`src/rtl/rm_feeder_pkg.sv`:
```
// Shared types and constants for the runtime-monitor symbol feeder.
// Holds the sequencing states, the symbol width and the default end-of-trace code.
package rm_feeder_pkg;

    localparam int SYM_W = 8;
    localparam logic [SYM_W-1:0] EOT_SYM_DEFAULT = 8'hFF;

    typedef enum logic [2:0] {
        ST_IDLE,
        ST_STREAM,
        ST_DRAIN,
        ST_EOT,
        ST_CLEAR
    } state_e;

    // Only the two steady states take new trace symbols; the flush sequence ignores them.
    function automatic logic accepts_input(input state_e s);
        return (s == ST_IDLE) || (s == ST_STREAM);
    endfunction

endpackage

```
`src/rtl/rm_sym_fifo.sv`:
```
// Circular symbol buffer with extra-MSB read/write pointers for full/empty detection.
// A push into a full buffer is taken only when a pop happens in the same cycle.
module rm_sym_fifo
    import rm_feeder_pkg::*;
#(
    parameter int DEPTH = 8
) (
    input  logic             clk,
    input  logic             reset,
    input  logic             push,
    input  logic [SYM_W-1:0] push_data,
    input  logic             pop,
    output logic [SYM_W-1:0] rd_data,
    output logic             empty,
    output logic             full
);

    localparam int AW = $clog2(DEPTH);
    localparam logic [AW:0] PTR_ONE = {{AW{1'b0}}, 1'b1};

    logic [SYM_W-1:0] mem_q [DEPTH];
    logic [AW:0]      wr_ptr_q, wr_ptr_d;
    logic [AW:0]      rd_ptr_q, rd_ptr_d;
    logic             do_push;
    logic             do_pop;

    assign empty   = (wr_ptr_q == rd_ptr_q);
    assign full    = (wr_ptr_q[AW] != rd_ptr_q[AW]) &&
                     (wr_ptr_q[AW-1:0] == rd_ptr_q[AW-1:0]);
    assign rd_data = mem_q[rd_ptr_q[AW-1:0]];

    always_comb begin
        do_pop   = pop && !empty;
        do_push  = push && (!full || do_pop);
        wr_ptr_d = wr_ptr_q;
        rd_ptr_d = rd_ptr_q;
        if (do_push) begin
            wr_ptr_d = wr_ptr_q + PTR_ONE;
        end
        if (do_pop) begin
            rd_ptr_d = rd_ptr_q + PTR_ONE;
        end
    end

    always_ff @(posedge clk or negedge reset) begin
        if (!reset) begin
            wr_ptr_q <= '0;
            rd_ptr_q <= '0;
        end else begin
            wr_ptr_q <= wr_ptr_d;
            rd_ptr_q <= rd_ptr_d;
        end
    end

    // Storage carries no reset: the pointers alone define which entries are live.
    always_ff @(posedge clk) begin
        if (do_push) begin
            mem_q[wr_ptr_q[AW-1:0]] <= push_data;
        end
    end

endmodule

```
`src/rtl/rm_symbol_feeder.sv`:
```
// Trace-symbol front end for the monitor clusters: buffers an unstallable trace tap,
// streams symbols with a run qualifier, and sequences drain / end-of-trace / monitor clear.
module rm_symbol_feeder
    import rm_feeder_pkg::*;
#(
    parameter int               DEPTH   = 8,
    parameter logic [SYM_W-1:0] EOT_SYM = EOT_SYM_DEFAULT,
    parameter int               DROP_W  = 16
) (
    input  logic              clk,
    input  logic              reset,
    input  logic              en,
    input  logic              flush,
    input  logic              in_valid,
    input  logic [SYM_W-1:0]  in_sym,
    output logic [SYM_W-1:0]  symbols,
    output logic              run,
    output logic              mon_clear,
    output logic              busy,
    output logic              overflow,
    output logic [DROP_W-1:0] drop_cnt
);

    localparam logic [DROP_W-1:0] DROP_ONE = {{(DROP_W-1){1'b0}}, 1'b1};

    state_e            state_q, state_d;
    logic [SYM_W-1:0]  symbols_q, symbols_d;
    logic              run_q, run_d;
    logic              mon_clear_q, mon_clear_d;
    logic              overflow_q, overflow_d;
    logic [DROP_W-1:0] drop_cnt_q, drop_cnt_d;

    logic              fifo_empty;
    logic              fifo_full;
    logic [SYM_W-1:0]  fifo_head;
    logic              push;
    logic              pop;
    logic              accepting;
    logic              drop;

    rm_sym_fifo #(
        .DEPTH(DEPTH)
    ) u_fifo (
        .clk      (clk),
        .reset    (reset),
        .push     (push),
        .push_data(in_sym),
        .pop      (pop),
        .rd_data  (fifo_head),
        .empty    (fifo_empty),
        .full     (fifo_full)
    );

    always_ff @(posedge clk or negedge reset) begin
        if (!reset) begin
            state_q <= ST_IDLE;
        end else begin
            state_q <= state_d;
        end
    end

    always_comb begin
        state_d = state_q;
        case (state_q)
            ST_IDLE: begin
                if (flush) begin
                    state_d = ST_DRAIN;
                end else if (en) begin
                    state_d = ST_STREAM;
                end
            end
            ST_STREAM: begin
                if (flush) begin
                    state_d = ST_DRAIN;
                end else if (!en) begin
                    state_d = ST_IDLE;
                end
            end
            ST_DRAIN: begin
                if (fifo_empty) begin
                    state_d = ST_EOT;
                end
            end
            ST_EOT:   state_d = ST_CLEAR;
            ST_CLEAR: state_d = en ? ST_STREAM : ST_IDLE;
            default:  state_d = ST_IDLE;
        endcase
    end

    // Output registers are loaded on the edge that enters a state, so EOT and CLEAR
    // cycles line up with their run / mon_clear pulses.
    always_comb begin
        pop         = 1'b0;
        symbols_d   = symbols_q;
        run_d       = 1'b0;
        mon_clear_d = 1'b0;
        case (state_q)
            ST_STREAM: pop = en && !flush && !fifo_empty;
            ST_DRAIN:  pop = !fifo_empty;
            default:   pop = 1'b0;
        endcase
        if (pop) begin
            symbols_d = fifo_head;
            run_d     = 1'b1;
        end
        if ((state_q == ST_DRAIN) && fifo_empty) begin
            symbols_d = EOT_SYM;
            run_d     = 1'b1;
        end
        if (state_q == ST_EOT) begin
            mon_clear_d = 1'b1;
        end
    end

    // A pop in the same cycle frees the slot, so a full buffer still accepts while streaming.
    always_comb begin
        accepting  = accepts_input(state_q);
        push       = in_valid && accepting && (!fifo_full || pop);
        drop       = in_valid && accepting && fifo_full && !pop;
        overflow_d = overflow_q || drop;
        drop_cnt_d = drop_cnt_q;
        if (drop && (drop_cnt_q != {DROP_W{1'b1}})) begin
            drop_cnt_d = drop_cnt_q + DROP_ONE;
        end
    end

    always_ff @(posedge clk or negedge reset) begin
        if (!reset) begin
            symbols_q   <= '0;
            run_q       <= 1'b0;
            mon_clear_q <= 1'b0;
            overflow_q  <= 1'b0;
            drop_cnt_q  <= '0;
        end else begin
            symbols_q   <= symbols_d;
            run_q       <= run_d;
            mon_clear_q <= mon_clear_d;
            overflow_q  <= overflow_d;
            drop_cnt_q  <= drop_cnt_d;
        end
    end

    assign symbols   = symbols_q;
    assign run       = run_q;
    assign mon_clear = mon_clear_q;
    assign overflow  = overflow_q;
    assign drop_cnt  = drop_cnt_q;
    assign busy      = !accepting || !fifo_empty;

endmodule

```
`config.mk`:
```
export PLATFORM = sky130hd
export DESIGN_NAME = rm_symbol_feeder
export DESIGN_NICKNAME = d
export VERILOG_FILES = /design/src/rtl/rm_feeder_pkg.sv /design/src/rtl/rm_sym_fifo.sv /design/src/rtl/rm_symbol_feeder.sv
export SDC_FILE = /design/constraint.sdc
export NUM_CORES = 1
export LEC_CHECK = 0
export BUFFER_PORTS_ARGS = -buffer_cell sky130_fd_sc_hd__buf_4
export CORE_MARGIN = 2
export CORE_UTILIZATION = 30
export CTS_CLUSTER_SIZE = 8
export DETAILED_ROUTE_END_ITERATION = 7
export PLACE_DENSITY = 0.46
export SYNTH_ARGS = -nofsm -noshare
export SYNTH_HDL_FRONTEND = slang
export SYNTH_SLANG_ARGS = --single-unit
export TNS_END_PERCENT = 1
```
`constraint.sdc`:
```
create_clock -name clk -period 2.3 [get_ports clk]
set_input_delay 0.46 -clock clk [delete_from_list [all_inputs] [get_ports clk]]
set_output_delay 0.46 -clock clk [all_outputs]
set_load 0.01 [all_outputs]
```
### Word level (Yosys, flattened, before mapping)

Memory sizes are Yosys's and may differ from the RTL's.
Cells that the tools add are included.

* bits in registers: 38
* memory bits (writable): 64
* bits of input ports: 13
* output and inout port bits: 28
* word-level logic and storage cells: 62
* memories kept: 1

Memory list
* u_fifo.mem_q: depth 8, bits a word 8, rd ports 1, clocked after Yosys merged registers in 0, wr ports 1, RTL line rm_sym_fifo.sv:21 `logic [SYM_W-1:0] mem_q [DEPTH];`

* add/subtract/negate cells: 3
* eq/ne operators: 11
* muxes and demuxes: 15
* reductions and logical operators: 24

Operator list (number)
* $add 16x1->16 const B: 1
* $mux 8: 2
* $ne 16x16->1 const B: 1
* $mux 3: 5
* $pmux 3 s5: 1
* $logic_and 1x1->1: 11
* $add 4x1->4 const B: 2
* $eq 3x2->1 const B: 2
* $mux 1: 6
* $ne 3x3->1 const B: 2
* $logic_not 1->1: 5
* $logic_or 1x1->1: 5
* $eq 4x4->1: 1
* $eq 3x1->1 const B: 1
* $eq 3x3->1: 1
* $eq 3x3->1 const B: 1
* $logic_not 3->1: 1
* $reduce_and 3->1: 1
* $ne 2x2->1 const B: 1
* $pmux 1 s2: 1
* $reduce_bool 2->1: 1
* $ne 1x1->1: 1

### Longest topological paths before layout

* word-level depth: 9
* depth in mapped cells: 7

### By module

A second synthesis with hierarchy kept.

* cells, all modules: 272
* area, all modules: 4556.9 sq um

Modules (own cells, without submodules)
* rm_sym_fifo: times used 1, cells an instance 150, area an instance 3088.0 sq um
* rm_symbol_feeder: times used 1, cells an instance 122, area an instance 1468.9 sq um

### Worst setup path after synthesis

Ideal clock, no wire load.

* path kind: reg2reg
* start: reg state_q[0]
* end: mem u_fifo.mem_q[4][0] (enable)
* setup time: 0.383 ns
* data arrival time: 2.006 ns
* path slack: -0.090 ns
* stages on the path, launching flop included: 6
* path buffers: 0
* period minus slack after synthesis: 2.390 ns
* cells stage by stage: dfrtp_1 nand2b_1 o21ai_0 o31ai_2 or2_2 nor3_1

* longest elaborated chain between the ends: 7
* elaborated cells on any way between the ends: 13

Ends and longest elaborated chain
* start: declaration: RTL line rm_symbol_feeder.sv:26 `state_e state_q, state_d;`
* start signal: assignment: RTL line rm_symbol_feeder.sv:58 `state_q <= state_d;`
* $eq 3x2->1, or another cell as far along: RTL line rm_symbol_feeder.sv:97 `case (state_q)`
* $pmux 1 s2 / $logic_or 1x1->1 (equally long branches): RTL line rm_symbol_feeder.sv:97, rm_feeder_pkg.sv:18
* $logic_or 1x1->1, or another cell as far along: RTL line rm_symbol_feeder.sv:118 `push = in_valid && accepting && (!fifo_full || pop);`
* $logic_and 1x1->1 / $logic_or 1x1->1 (equally long branches): RTL line rm_symbol_feeder.sv:118, rm_sym_fifo.sv:34
* $logic_and 1x1->1 *: RTL line rm_sym_fifo.sv:34 `do_push = push && (!full || do_pop);`
* $mux 1 *: RTL line rm_sym_fifo.sv:57 `if (do_push) begin`
* $mux 1 (implied by the code) *: RTL line rm_sym_fifo.sv:58 `mem_q[wr_ptr_q[AW-1:0]] <= push_data;`
* end: declaration: RTL line rm_sym_fifo.sv:21

Mark *: on every way between the ends. The rest lies on a longest branch, timed or not.

### Worst setup path after layout

* start: reg state_q[0]
* end: mem u_fifo.mem_q[1][0] (enable)

The elaborated chain is that of the path after synthesis.

==> impl_metrics.yaml <==
sta:
  timing.final.ws_setup_ns: 0.1641
  maxSlewHeadroom_pct: 63.67
  hold_viol: 0
  whs_ns: 0.08617
  tns_ns: 0
  skew_ns: 0.006172
  period_share_pct: 92.87
  slew_viol_final: 0
  fmax_mhz: 468.2
  worstMarginPinSlew_ns: 0.5382
  final-setup-viol-count: 0
  rsz0062_at_grt: "false"
  period_minus_slack_ns: 2.136
synthesis:
  syn-num-nets: 280
  synth_edf_count: 64
  async_reset_ff_share_pct: 37.25
  ys_types: 36
  synth.cell_area_sq_um: 4265
  ys_seq_elements: 102
  synth_cells: 264
  synthFlopType: "edfxtp_1"
  ys_seq_area_share_pct: 67.35
  avgSynthCellArea_sq_um: 16.16
  yosysWarnings: 0
grt:
  grt_max_degree: 39
  antenna_found_initial: 0
  first_global_vias: 2474
  track_usage_pct: 12.53
  grt_overflow: 0
  grt_pass1_wl_microns: 13890
layout:
  layout_common_cells: "buf_4, edfxtp_1, dfrtp_1"
  drive_gt1_share_pct: 35.31
  final_common_cell: "buf_4"
  area_delta_synth_final_pct: 23.12
  diodes: 0
  nNetsFinal: 348
  instances_no_fill: 517
setup_path:
  reg2reg_slack_ns: 0.16
  crit_top_cell: "buf_4"
  reg2reg_from: "state_q[0]"
  slowest_delay_ns: 0.43
  crit_start: "state_q[0]"
  crit_required_ns: 2.36
  cpLargestDelayFamily: "simple AND/OR/NAND/NOR gates"
  cp.depth: 6
  start_kind: "register"
  r2r_end: "u_fifo.mem_q[1][0]"
  crit_fanout: 7
  r2r_cells: 6
  worst_ep_arrival_time_ns: 2.19
  slowest_stage: "dfrtp_1"
  cp_cell_sequence: "nand2b_1, o21ai_0, o31ai_2, buf_4, nor3_2, buf_4"
  endpoint: "u_fifo.mem_q[1][0]"
  endpoint_kind: "register"
  critPathBufInv: 2
  worstSetupPathType: "reg -> reg"
power:
  max-vdd-ir-drop_mv: 0.4900
  power.density_nw_per_um2: 1158
  p_leak_nw: 1.968
placed_design:
  dp_hpwl_microns: 5854
  post-place-ws_ns: 0.01198
  placedCellCount: 501
  gp_congestion: 0.7123
  port_buffers: 40
detailed_routing:
  route.antenna.remaining_nets: 0
  wire_per_inst_microns: 16.93
  detail_route.first_pass.iterations: 6
  first_iter_violations: 135
  postRouteWirelength_microns: 8751
  drcViolationCount: 0
  vias: 2438
  viasPerCell: 4.716
clocking:
  cts_max_level: 3
  cts_tree: "done"
  cts_hold_buf: 0
  cts-root-buf: "clkbuf_16"
  clock_path_buffers: 2
  clock-sinks: 102
  cts.clk_slew.worst_paths_ns: 0.07
  numCtsBuffers: 9
  cts_setup_buffers: 0
  clk_latency_ns: 0.35
min_path:
  hold_path_class: "in -> async"
floorplanning:
  rows: 43
  coreArea_sq_um: 13880
  io_pins: 41
  die-area_sq_um: 15190
  die_y_microns: 123.2
  dieWidth_microns: 123.2
  start_util_pct: 30.73
job:
  max-cap-violations: 0
run_status:
  status: "completed"
worst min path at each step:
stage | end | slack (ns) | depth (start not counted)
floorplan | drop_cnt[0] | 0.16 | 0
global placement | mon_clear | 0.48 | 1
detailed placement | overflow | 0.48 | 1
CTS | mon_clear | 0.11 | 1
global route | state_q[1] | 0.13 | 1
finish | state_q[1] | 0.09 | 1
power breakdown:
| part | switching [mW] | internal (mW) |
|---|---|---|
| registers | 0.199 | 2.29 |
| clock network | 0.696 | 0.750 |
| logic | 1.12 | 1.02 |
| total | 2.01 | 4.07 |
state kept, by name, indices dropped and copies added (netlist names):
register and flops:
overflow 1, run 1, drop_cnt 16, u_fifo.rd_ptr_q 4, u_fifo.wr_ptr_q 4, symbols 8
state_q 3, u_fifo.mem_q 64, mon_clear 1
routing by layer:
layer	up-vias	GRT usage (%)	routed length [microns]
met5	-	0	0
met4	0	4.048	125
met3	10	3.275	350
met2	44	20.47	4269
met1	1249	16.27	4005
li1	1135	-	-
metrics by stage:
stage | power [mW] | utilization (%) | cell area, sq um
after CTS | 6.185 | 37.80 | 5246
final | 6.079 | 37.83 | 5251
after global placement | 4.690 | 35.70 | 4955
after detailed placement | 4.703 | 35.70 | 4955
after global routing | 6.484 | 37.83 | 5251
after floorplan | 3.851 | - | 4270
Yosys cell counts, types with 2 or more instances:
| cell type | count | share of area, % |
|---|---|---|
| nand2_1 | 9 | 0.79 |
| nand4_1 | 6 | 0.88 |
| or3_4 | 2 | 0.53 |
| o21ai_0 | 2 | 0.23 |
| buf_6 | 2 | 0.53 |
| and4_1 | 2 | 0.41 |
| clkbuf_1 | 5 | 0.44 |
| inv_1 | 2 | 0.18 |
| ha_1 | 3 | 0.88 |
| mux2_2 | 4 | 1.1 |
| nor4b_4 | 2 | 1.1 |
| a21oi_1 | 10 | 1.2 |
| xnor2_1 | 9 | 1.8 |
| dfrtp_1 | 38 | 22 |
| xor2_1 | 15 | 3.1 |
| nand3_1 | 8 | 0.94 |
| nor4_1 | 3 | 0.44 |
| nor4_4 | 2 | 1.0 |
| nor3b_1 | 2 | 0.35 |
| edfxtp_1 | 64 | 45 |
| mux2i_1 | 8 | 1.9 |
| nor3_1 | 13 | 1.5 |
| and3_1 | 2 | 0.29 |
| nand2b_1 | 6 | 0.88 |
| buf_2 | 4 | 0.47 |
| mux4_2 | 16 | 8.4 |
| nor2_1 | 16 | 1.4 |
final cells by class:
class                      instances  area (sq um)
multi-input combinational        148          1346
inverter                           2         7.507
fill                            1332          8630
clock buffer                       9         225.2
clock inverter                     7         56.30
timing repair buffer              69         518.0
tap                              180         225.2
sequential                       102          2873
cells by family (layout without fill, tap and decap cells):
| family | count (synthesis) | after routing | share of synthesized area [%] |
|---|---|---|---|
| compound gates | 15 | 15 | 2.200 |
| xor+xnor | 24 | 24 | 4.928 |
| fa+ha+maj | 3 | 3 | 0.8801 |
| buf+inv | 14 | 87 | 1.701 |
| flops | 102 | 102 | 67.35 |
| mux | 28 | 28 | 11.38 |
| simple gates | 78 | 78 | 11.56 |
timing repair:
item / 4_1_cts / 5_1_grt
endpoints found under the setup margin: 5 / 8
resized for setup: 2 / 1
pin swaps: 0 / 0
(Power assumes the default switching activity.)
